## src/rtl/ss_rvc_lsu.sv

```systemverilog
// ---------------------------------------------------------------------------
// ss_rvc_lsu -- single-outstanding load/store unit for an RV32 core.
//
// Accepts one request at a time, checks it against the data-memory window
// and the funct3 encoding, then performs a single word access on a simple
// SRAM-style port with a fixed read latency. Each request produces exactly
// one single-cycle response pulse, with the load result or an error flag.
//
// Parameters:
//   XLEN         data/address width (only 32 supported)
//   MSB_D_MEM    data-memory MSB; memory holds 2**(MSB_D_MEM+1) bytes
//   D_MEM_OFFSET byte base address of the data memory window
//   RD_LATENCY   cycles from MemEn to valid MemRdData (1..4)
//
// Ports:
//   Clk, Rst                  clock, synchronous active-high reset
//   ReqValid/ReqReady         request handshake (ready only when idle)
//   ReqOp                     0 = load, 1 = store
//   ReqFunct3                 RV32 size/sign code (LB/LH/LW/LBU/LHU, SB/SH/SW)
//   ReqAddr, ReqWrData        byte address, right-aligned store data
//   RspValid, RspData, RspErr one-cycle response, load result, reject flag
//   MemEn, MemWrEn            memory strobe and write strobe
//   MemByteEn, MemAddr        byte lanes and word index
//   MemWrData, MemRdData      lane-aligned store data, read word
//
// Build option:
//   SS_RVC_LSU_MISALIGN_TRAP_EN  when defined, misaligned halfword/word
//   accesses are rejected; otherwise they are aligned down and performed.
// ---------------------------------------------------------------------------
module ss_rvc_lsu #(
    parameter int XLEN         = 32,
    parameter int MSB_D_MEM    = 9,
    parameter int D_MEM_OFFSET = 1024,
    parameter int RD_LATENCY   = 1
) (
    input  logic                 Clk,
    input  logic                 Rst,
    input  logic                 ReqValid,
    output logic                 ReqReady,
    input  logic                 ReqOp,
    input  logic [2:0]           ReqFunct3,
    input  logic [XLEN-1:0]      ReqAddr,
    input  logic [XLEN-1:0]      ReqWrData,
    output logic                 RspValid,
    output logic [XLEN-1:0]      RspData,
    output logic                 RspErr,
    output logic                 MemEn,
    output logic                 MemWrEn,
    output logic [3:0]           MemByteEn,
    output logic [MSB_D_MEM-2:0] MemAddr,
    output logic [XLEN-1:0]      MemWrData,
    input  logic [XLEN-1:0]      MemRdData
);

    localparam logic OP_RD = 1'b0;
    localparam logic OP_WR = 1'b1;

    localparam logic [XLEN-1:0] MEM_BASE = XLEN'(D_MEM_OFFSET);
    localparam logic [XLEN-1:0] MEM_SPAN = XLEN'((2 ** (MSB_D_MEM + 1)) - 1);
    localparam logic [1:0]      LAT_M1   = 2'(RD_LATENCY - 1);

    typedef enum logic [1:0] {
        IDLE  = 2'd0,
        ISSUE = 2'd1,
        WAIT  = 2'd2,
        RESP  = 2'd3
    } state_t;

    state_t state;
    state_t state_next;
    logic [1:0] lat_cnt;

    // -----------------------------------------------------------------------
    // Helper functions
    // -----------------------------------------------------------------------
    function automatic logic funct3_legal(input logic op, input logic [2:0] f3);
        case (f3)
            3'b000, 3'b001, 3'b010: return 1'b1;
            3'b100, 3'b101:         return (op == OP_RD);
            default:                return 1'b0;
        endcase
    endfunction

    // Byte lane the access starts at; halfwords and words are aligned down.
    function automatic logic [1:0] lane_align(input logic [2:0] f3, input logic [1:0] a);
        case (f3[1:0])
            2'b00:   return a;
            2'b01:   return {a[1], 1'b0};
            default: return 2'b00;
        endcase
    endfunction

    function automatic logic [3:0] store_be(input logic [2:0] f3, input logic [1:0] lane);
        case (f3[1:0])
            2'b00:   return 4'b0001 << lane;
            2'b01:   return 4'b0011 << lane;
            default: return 4'b1111;
        endcase
    endfunction

    function automatic logic [XLEN-1:0] store_data(input logic [XLEN-1:0] wd, input logic [1:0] lane);
        return wd << {lane, 3'b000};
    endfunction

    function automatic logic [XLEN-1:0] load_extract(input logic [XLEN-1:0] word,
                                                     input logic [1:0]      lane,
                                                     input logic [2:0]      f3);
        logic [XLEN-1:0] shifted;
        shifted = word >> {lane, 3'b000};
        case (f3)
            3'b000:  return {{(XLEN-8){shifted[7]}}, shifted[7:0]};
            3'b001:  return {{(XLEN-16){shifted[15]}}, shifted[15:0]};
            3'b100:  return {{(XLEN-8){1'b0}}, shifted[7:0]};
            3'b101:  return {{(XLEN-16){1'b0}}, shifted[15:0]};
            default: return word;
        endcase
    endfunction

    // -----------------------------------------------------------------------
    // Request decode (combinational on the request inputs)
    // -----------------------------------------------------------------------
    logic [XLEN-1:0]      req_off;
    logic                 req_in_range;
    logic                 req_misalign;
    logic                 req_bad;
    logic [MSB_D_MEM-2:0] req_widx;
    logic                 accept;

    assign req_off      = ReqAddr - MEM_BASE;
    // The lower-bound test guards against the subtraction wrapping around.
    assign req_in_range = (ReqAddr >= MEM_BASE) && (req_off <= MEM_SPAN);
    assign req_widx     = req_off[MSB_D_MEM:2];

`ifdef SS_RVC_LSU_MISALIGN_TRAP_EN
    assign req_misalign = ((ReqFunct3[1:0] == 2'b01) && ReqAddr[0]) ||
                          ((ReqFunct3 == 3'b010) && (ReqAddr[1:0] != 2'b00));
`else
    assign req_misalign = 1'b0;
`endif

    assign req_bad = !funct3_legal(ReqOp, ReqFunct3) || !req_in_range || req_misalign;
    assign accept  = ReqValid && ReqReady;

    // -----------------------------------------------------------------------
    // Registered request fields and captured read data
    // -----------------------------------------------------------------------
    logic                 op_p0;
    logic [2:0]           f3_p0;
    logic [1:0]           lane_p0;
    logic [MSB_D_MEM-2:0] widx_p0;
    logic [XLEN-1:0]      wdata_p0;
    logic                 err_p0;
    logic [XLEN-1:0]      rdata_p1;

    always_ff @(posedge Clk) begin
        if (accept) begin
            op_p0    <= ReqOp;
            f3_p0    <= ReqFunct3;
            lane_p0  <= lane_align(ReqFunct3, ReqAddr[1:0]);
            widx_p0  <= req_widx;
            wdata_p0 <= ReqWrData;
            err_p0   <= req_bad;
        end
        // Last WAIT cycle is exactly RD_LATENCY cycles after ISSUE.
        if (state == WAIT && lat_cnt == 2'd0) begin
            rdata_p1 <= load_extract(MemRdData, lane_p0, f3_p0);
        end
    end

    // -----------------------------------------------------------------------
    // State register and latency down-counter
    // -----------------------------------------------------------------------
    always_ff @(posedge Clk) begin
        if (Rst) begin
            state   <= IDLE;
            lat_cnt <= 2'd0;
        end else begin
            state <= state_next;
            if (state == ISSUE) begin
                lat_cnt <= LAT_M1;
            end else if (state == WAIT && lat_cnt != 2'd0) begin
                lat_cnt <= lat_cnt - 2'd1;
            end
        end
    end

    // -----------------------------------------------------------------------
    // Next state and outputs; every output is forced low while Rst is high
    // -----------------------------------------------------------------------
    always_comb begin
        state_next = state;
        ReqReady   = 1'b0;
        RspValid   = 1'b0;
        RspData    = '0;
        RspErr     = 1'b0;
        MemEn      = 1'b0;
        MemWrEn    = 1'b0;
        MemByteEn  = 4'b0000;
        MemAddr    = '0;
        MemWrData  = '0;

        case (state)
            IDLE: begin
                if (accept) begin
                    state_next = req_bad ? RESP : ISSUE;
                end
            end
            ISSUE: begin
                state_next = (op_p0 == OP_WR) ? RESP : WAIT;
            end
            WAIT: begin
                if (lat_cnt == 2'd0) begin
                    state_next = RESP;
                end
            end
            RESP: begin
                state_next = IDLE;
            end
            default: begin
                state_next = IDLE;
            end
        endcase

        if (!Rst) begin
            case (state)
                IDLE: begin
                    ReqReady = 1'b1;
                end
                ISSUE: begin
                    MemEn   = 1'b1;
                    MemAddr = widx_p0;
                    if (op_p0 == OP_WR) begin
                        MemWrEn   = 1'b1;
                        MemByteEn = store_be(f3_p0, lane_p0);
                        MemWrData = store_data(wdata_p0, lane_p0);
                    end else begin
                        MemByteEn = 4'b1111;
                    end
                end
                RESP: begin
                    RspValid = 1'b1;
                    RspErr   = err_p0;
                    // Errors and stores return zero data.
                    if (!err_p0 && op_p0 == OP_RD) begin
                        RspData = rdata_p1;
                    end
                end
                default: begin
                end
            endcase
        end
    end

endmodule

```

## config.mk

```make
export PLATFORM = sky130hd
export DESIGN_NAME = ss_rvc_lsu
export DESIGN_NICKNAME = d
export VERILOG_FILES = /design/src/rtl/ss_rvc_lsu.sv
export SDC_FILE = /design/constraint.sdc
export NUM_CORES = 1
export LEC_CHECK = 0
export ABC_AREA = 1
export CAP_MARGIN = 20
export CORE_MARGIN = 2
export CORE_UTILIZATION = 45
export CTS_BUF_LIST = sky130_fd_sc_hd__clkbuf_4 sky130_fd_sc_hd__clkbuf_8 sky130_fd_sc_hd__clkbuf_16
export CTS_CLUSTER_DIAMETER = 150
export DETAILED_ROUTE_END_ITERATION = 16
export GPL_ROUTABILITY_DRIVEN = 0
export PLACE_DENSITY = 0.87
export SLEW_MARGIN = 20
export SYNTH_ARGS = -nofsm -noshare
export SYNTH_HDL_FRONTEND = slang
export SYNTH_SLANG_ARGS = --single-unit
```

## constraint.sdc

```tcl
create_clock -name Clk -period 3.5 [get_ports Clk]
set_input_delay 0.7 -clock Clk [delete_from_list [all_inputs] [get_ports Clk]]
set_output_delay 0.7 -clock Clk [all_outputs]
set_load 0.05 [all_outputs]
```

==> results of run 1 <==
-- sequential cells by signal (all words and copies together) (netlist names) --
name / count
lane_p0: 2
op_p0: 1
widx_p0: 8
wdata_p0: 32
state: 2
f3_p0: 3
rdata_p1: 32
lat_cnt: 2
err_p0: 1
-- final timing paths --
kind	from	endpoint	slack, ps	cells past startpoint
max reg2reg	lane_p0[0]$_DFFE_PP_	rdata_p1[22]$_DFFE_PP_	940	10
min	lat_cnt[0]$_SDFFE_PP0P_	lat_cnt[0]$_SDFFE_PP0P_	490	2
max	state[1]$_SDFFE_PP0P_	MemWrData[5]	260	9
min reg2reg	lat_cnt[0]$_SDFFE_PP0P_	lat_cnt[0]$_SDFFE_PP0P_	490	2
-- metrics by stage --
stage                     power (uW)  util [%]  std cells  hold slack [ps]
after global placement          2390      71.3        926              460
after global routing            3380      73.5        942              534
after CTS                       3260      73.5        942              492
after detailed placement        2450      71.3        926              480
after floorplan                 1990         -        619              449
final                           3260      73.5        942              494
-- cells in the mapped netlist, types with 10 or more instances --
master / n / area share [%]
nand2_1: 143 / 11
nor2_1: 107 / 8.2
edfxtp_1: 79 / 48
inv_1: 59 / 4.5
a21oi_1: 45 / 4.6
o21ai_1: 23 / 2.3
o21ai_0: 21 / 2.1
clkbuf_1: 17 / 1.3
nand3_1: 17 / 1.7
a22oi_1: 15 / 2.3
inv_2: 13 / 0.99
o22ai_1: 10 / 1.3
-- final cells by class --
class | count | area [sq um]
clock buffer | 9 | 124
inverter | 72 | 270
multi-input combinational | 440 | 2180
tap | 140 | 175
clock inverter | 7 | 106
fill | 733 | 2850
sequential | 83 | 2450
timing repair buffer | 191 | 2580
-- worst max-delay path, cell delays in order, from the launching register on --
cell,delay (ps)
dfxtp_1,340
inv_1,130
ha_1,440
inv_2,90
nor2_2,220
inv_2,100
nor2_4,130
inv_2,220
nor3_2,330
buf_12,180
-- layout by cell type (no fill, tap or decap), types with 2 or more instances in the layout --
cell type        instances
nand2_1                143
o21ai_2                  8
edfxtp_1                79
a22oi_1                 15
nor3_2                   8
nor2_1                 106
o21ai_0                 21
or2_1                    8
inv_2                   13
nand3_1                 17
buf_12                  70
o21ai_1                 23
o21bai_1                 2
buf_4                   12
inv_1                   59
clkinv_1                 3
nor2_2                   3
clkbuf_8                 9
nand4_1                  6
bufinv_16                3
ha_1                     6
o22ai_1                 10
nor2_4                   3
dfxtp_1                  4
o221ai_1                 3
clkdlybuf4s50_1        109
a21oi_1                 36
a21oi_2                  9
o211ai_1                 3
-- per-layer routing --
metal | GRT usage [%] | up-vias
met3 | 7.29 | 77
met4 | 14.6 | 0
met2 | 50.5 | 411
met1 | 31.6 | 2413
li1 | - | 2422
met5 | 0 | -
-- logic make-up (layout without fill, tap and decap cells) --
group           count (synthesis)  in the layout  synth area share [%]
compound gates                131            131                  15.5
xor+xnor                        1              1                 0.178
buf+inv                        96            279                  7.59
fa+ha+maj                       6              6                  1.52
simple gates                  302            302                  25.5
flops                          83             83                  49.8
-- power breakdown --
group | switching, uW | internal (uW) | leakage (uW)
Combinational | 673 | 397 | 0.00215
Clock | 352 | 466 | 0.000116
Sequential | 73.4 | 1300 | 0.000764
==> reports/metrics.csv, run 1 <==
metric,value,unit
outcome,"complete, no violations",
"Seq/Total Area, Yosys",49.8,%
total track usage,28.5,%
Pre-antenna DRT Iters,6,
Initial Utilization,45.8,%
DR WL/cell,17.7,um
Setup Viol. Count Final,0,
drc violations,0,
CTS max path bufs,2,
H-tree Lvls,3,
antenna-violating nets left,0,
Met2 Wirelength,8.31,mm
fin area,7890,sq um
hold-fix buffers at CTS,0,
#FFs+latches synth,83,
routed vias,5323,
CTS sink cnt,83,
DR vias/cell,5.65,
Fin. Hold Viols,0,
initial antenna violation count,0,
clk_skew,10.1,ps
CTS buffer count,9,
DPL Wire Length,12.7,mm
Post-DP Area,7660,sq um
maximum vdd drop,264,uV
RSZ-0062 raised after global routing,false,
Area Growth Syn to Fin,60.2,%
number of flops mapped to enable cells by yosys,79,
detailed-route wire length,16.6,mm
Clock Pin Slew Worst Setup and Hold Paths,80,ps
Fmax,309,MHz
CTS root buffer,clkbuf_8,
final-report max-slew violation count,0,
pre-CTS WS,449,ps
max_cap viols,0,
Slew @ Worst Pin,956,ps
CP Data Arrival Time,2540,ps
Iter 0 DRT Violations,447,
Chip Width,109,um
worst-skew pair later-pin latency,360,ps
Tcrit/Tclk final,92.6,%
Final min period,3240,ps
Mapped Cells,619,
post-synthesis area per instance,7.96,sq um
critical path class,flop to primary output,
Hold/Removal Path Class,flop to flop,
layout cells sized above 1,17.7,%
ys flop type,edfxtp_1,
synthesized area,4930,sq um
Synth cell types,36,
WL met1,5.65,mm
Final WS setup,259,ps
Post-Route Setup TNS,0,ps
highest routed layer,met4,
ys async rst share,0,%
largest net degree at the start of global routing,36,
"Net Count, Synth",728,
Worst setup EP type,primary output,
CP Data Required Time,2800,ps
met3 wire len,1.97,mm
die footprint,11800,sq um
# IOs,184,
die height,109,um
pwr dens,413,nW/um^2
Worst slew margin,36.1,%
core area,10700,sq um
post-CTS resize count,0,
first-pass GRT wire length,25.8,mm
Startpoint Class,flop,
num rows,38,
CTS tree,yes,
Synth warnings,0,
port bufs,183,
vias in the first global route,5251,
Lkg Pwr,0.00303,uW
post-CTS setup buffer count,0,
number of inserted diodes,0,
NumNets Final,906,
Worst Path Max Fanout,17,
GRT overflow,0,
No activity file was read; power rests on OpenSTA's default activity.
==> run 2, diff against run 1 <==
Settings changed: MAX_ROUTING_LAYER set to met4.
==> run 2 against run 1 <==
  * Total power hardly changed
  * Highest routed layer unchanged
  * First-iteration DRC count is 4.3% higher
  * Final cell count stayed put
  * Utilization stayed put
==> reports/metrics.csv, run 2 (synthesized netlist as in run 1, its figures left out) <==
metric,value,unit,change
outcome,"complete, no violations",,unchanged
Met2 Wirelength,8.35,mm,was 8.31 mm
final-report max-slew violation count,0,,unchanged
worst-skew pair later-pin latency,360,ps,about the same
Post-Route Setup TNS,0,ps,unchanged
Clock power frac,25.0,%,was 25.1%
Hold/Removal Path Class,flop to flop,,unchanged
CTS buffer count,9,,unchanged
DPL Wire Length,12.7,mm,unchanged
largest net degree at the start of global routing,36,,unchanged
initial antenna violation count,0,,unchanged
NumNets Final,906,,unchanged
clk_skew,8.15,ps,was 10.1 ps
Worst Path Max Fanout,10,,was 17
die height,109,um,unchanged
core area,10700,sq um,unchanged
detailed-route wire length,16.7,mm,was 16.6 mm
DR vias/cell,5.67,,was 5.65
Setup Viol. Count Final,0,,unchanged
Internal,2160,uW,about the same
Reg2Reg Setup Slack,930,ps,was 940 ps
highest routed layer,met4,,unchanged
post-CTS setup buffer count,0,,unchanged
Startpoint Class,flop,,unchanged
R2R cell count,10,,unchanged
routed vias,5341,,"was 5,323"
hold path startpoint,lat_cnt[0]$_SDFFE_PP0P_,,unchanged
CP cell instances,"inv_1, ha_1, inv_2, nor2_2, inv_2, nor2_4, nand2_1, nor2_1, buf_12",,"was inv_1, ha_1, inv_2, nor2_2, inv_2, nor2_4, inv_2, nor3_2, buf_12"
NetSw,1100,uW,about the same
WL met1,5.88,mm,was 5.65 mm
Pre-antenna DRT Iters,6,,unchanged
num rows,38,,unchanged
layout cells sized above 1,17.7,%,unchanged
hold-fix buffers at CTS,0,,unchanged
die footprint,11800,sq um,unchanged
RSZ-0062 raised after global routing,false,,unchanged
Worst slew margin,36.3,%,was 36.1%
Final Non-Filler Cells,942,,unchanged
Tcrit/Tclk final,92.5,%,was 92.6%
CP Data Arrival Time,2540,ps,about the same
number of inserted diodes,0,,unchanged
vias in the first global route,5264,,"was 5,251"
"most common cell after layout, fill and taps aside",nand2_1,,unchanged
Slew @ Worst Pin,953,ps,was 956 ps
port bufs,183,,unchanged
met3 wire len,1.74,mm,was 1.97 mm
CTS max path bufs,2,,unchanged
CTS tree,yes,,unchanged
fin area,7890,sq um,unchanged
Lkg Pwr,0.00303,uW,unchanged
reg-to-reg endpoint,rdata_p1[22]$_DFFE_PP_,,unchanged
"slowest stage cell, crit path",ha_1,,unchanged
post-CTS resize count,0,,unchanged
Fmax,309,MHz,about the same
Final min period,3240,ps,about the same
pwr dens,413,nW/um^2,about the same
combinational power share,32.8,%,about the same
Iter 0 DRT Violations,466,,was 447
Post-DP Area,7660,sq um,unchanged
drc violations,0,,unchanged
max_cap viols,0,,unchanged
sequential share of power,42.1,%,about the same
critical path class,flop to primary output,,unchanged
H-tree Lvls,3,,unchanged
antenna-violating nets left,0,,unchanged
Chip Width,109,um,unchanged
Worst setup EP type,primary output,,unchanged
total track usage,29.4,%,was 28.5%
maximum vdd drop,262,uV,was 264 uV
most frequent cells in the layout,"nand2_1 (143), clkdlybuf4s50_1 (109), nor2_1 (106)",,unchanged
Fin. Hold Viols,0,,unchanged
CTS root buffer,clkbuf_8,,unchanged
Clock Pin Slew Worst Setup and Hold Paths,80,ps,about the same
Initial Utilization,45.8,%,unchanged
RR Startpoint,lane_p0[0]$_DFFE_PP_,,unchanged
Top Registers,"rdata_p1 x32, wdata_p0 x32, widx_p0 x8",,unchanged
DR WL/cell,17.7,um,about the same
Worst path max stage delay,440,ps,about the same
WHS Path Cells,2,,unchanged
dpl cells,926,,unchanged
# IOs,184,,unchanged
switch share,33.7,%,about the same
hold endpoint,lat_cnt[0]$_SDFFE_PP0P_,,unchanged
CP Data Required Time,2800,ps,about the same
"most used cell, CP",inv_2,,unchanged
first-pass GRT wire length,25.8,mm,unchanged
GRT overflow,0,,unchanged
Finished Core Util,73.5,%,unchanged
CTS sink cnt,83,,unchanged
Area Growth Syn to Fin,60.2,%,unchanged
[run 2: cell counts in the layout (fill, tap and decap cells not counted)]
No cell type changed its count.
[run 2: area by class of cell]
| cell class | instances | area (sq um) |
|---|---|---|
| fill | 733 | 2850 |
| inverter | 72 | 270 |
| sequential | 83 | 2450 |
| multi-input combinational | 440 | 2180 |
| tap | 140 | 175 |
| clock inverter | 7 | 106 |
| timing repair buffer | 191 | 2580 |
| clock buffer | 9 | 124 |
[run 2: critical path: cells and delay by family, from the launching register on]
| family | cells | cell delay [ps] |
|---|---|---|
| AND/OR/NAND/NOR | 4 | 900 |
| adder cells (fa/ha/maj) | 1 | 440 |
| flip-flops | 1 | 340 |
| buffers and inverters | 4 | 500 |
[run 2: power groups by stage]
stage / Combinational (uW) / Sequential [uW] / Clock (uW)
floorplan: 624 / 1370 / 0
global placement: 1010 / 1390 / 0
detailed placement: 1060 / 1400 / 0
CTS: 1060 / 1370 / 820
global route: 1150 / 1390 / 845
finish: 1070 / 1370 / 817
[run 2: metal layers]
| layer | vias to the layer above | global-route usage (%) |
|---|---|---|
| li1 | 2425 | - |
| met3 | 69 | 6.63 |
| met5 | - | - |
| met2 | 403 | 50.7 |
| met4 | 0 | 14.6 |
| met1 | 2444 | 31.9 |
[run 2: how the worst max path moves through the flow]
stage                     slack (ps)                   from  depth (start not counted)             to
final                            260  state[1]$_SDFFE_PP0P_                          9   MemWrData[9]
after CTS                        260  state[1]$_SDFFE_PP0P_                          9   MemWrData[5]
after detailed placement         450                    Rst                          7   MemWrData[5]
after global routing             150  state[1]$_SDFFE_PP0P_                          9   MemWrData[5]
after floorplan                   20  state[1]$_SDFFE_PP0P_                         10  MemWrData[23]
after global placement           450                    Rst                          7   MemWrData[5]
[run 2: metrics by stage]
step                power, uW  worst slack (ps)  hold WS [ps]
global route             3380               151           534
CTS                      3260               261           492
global placement         2390               450           460
finish                   3260               263           495
floorplan                1990              22.6           449
detailed placement       2450               449           480
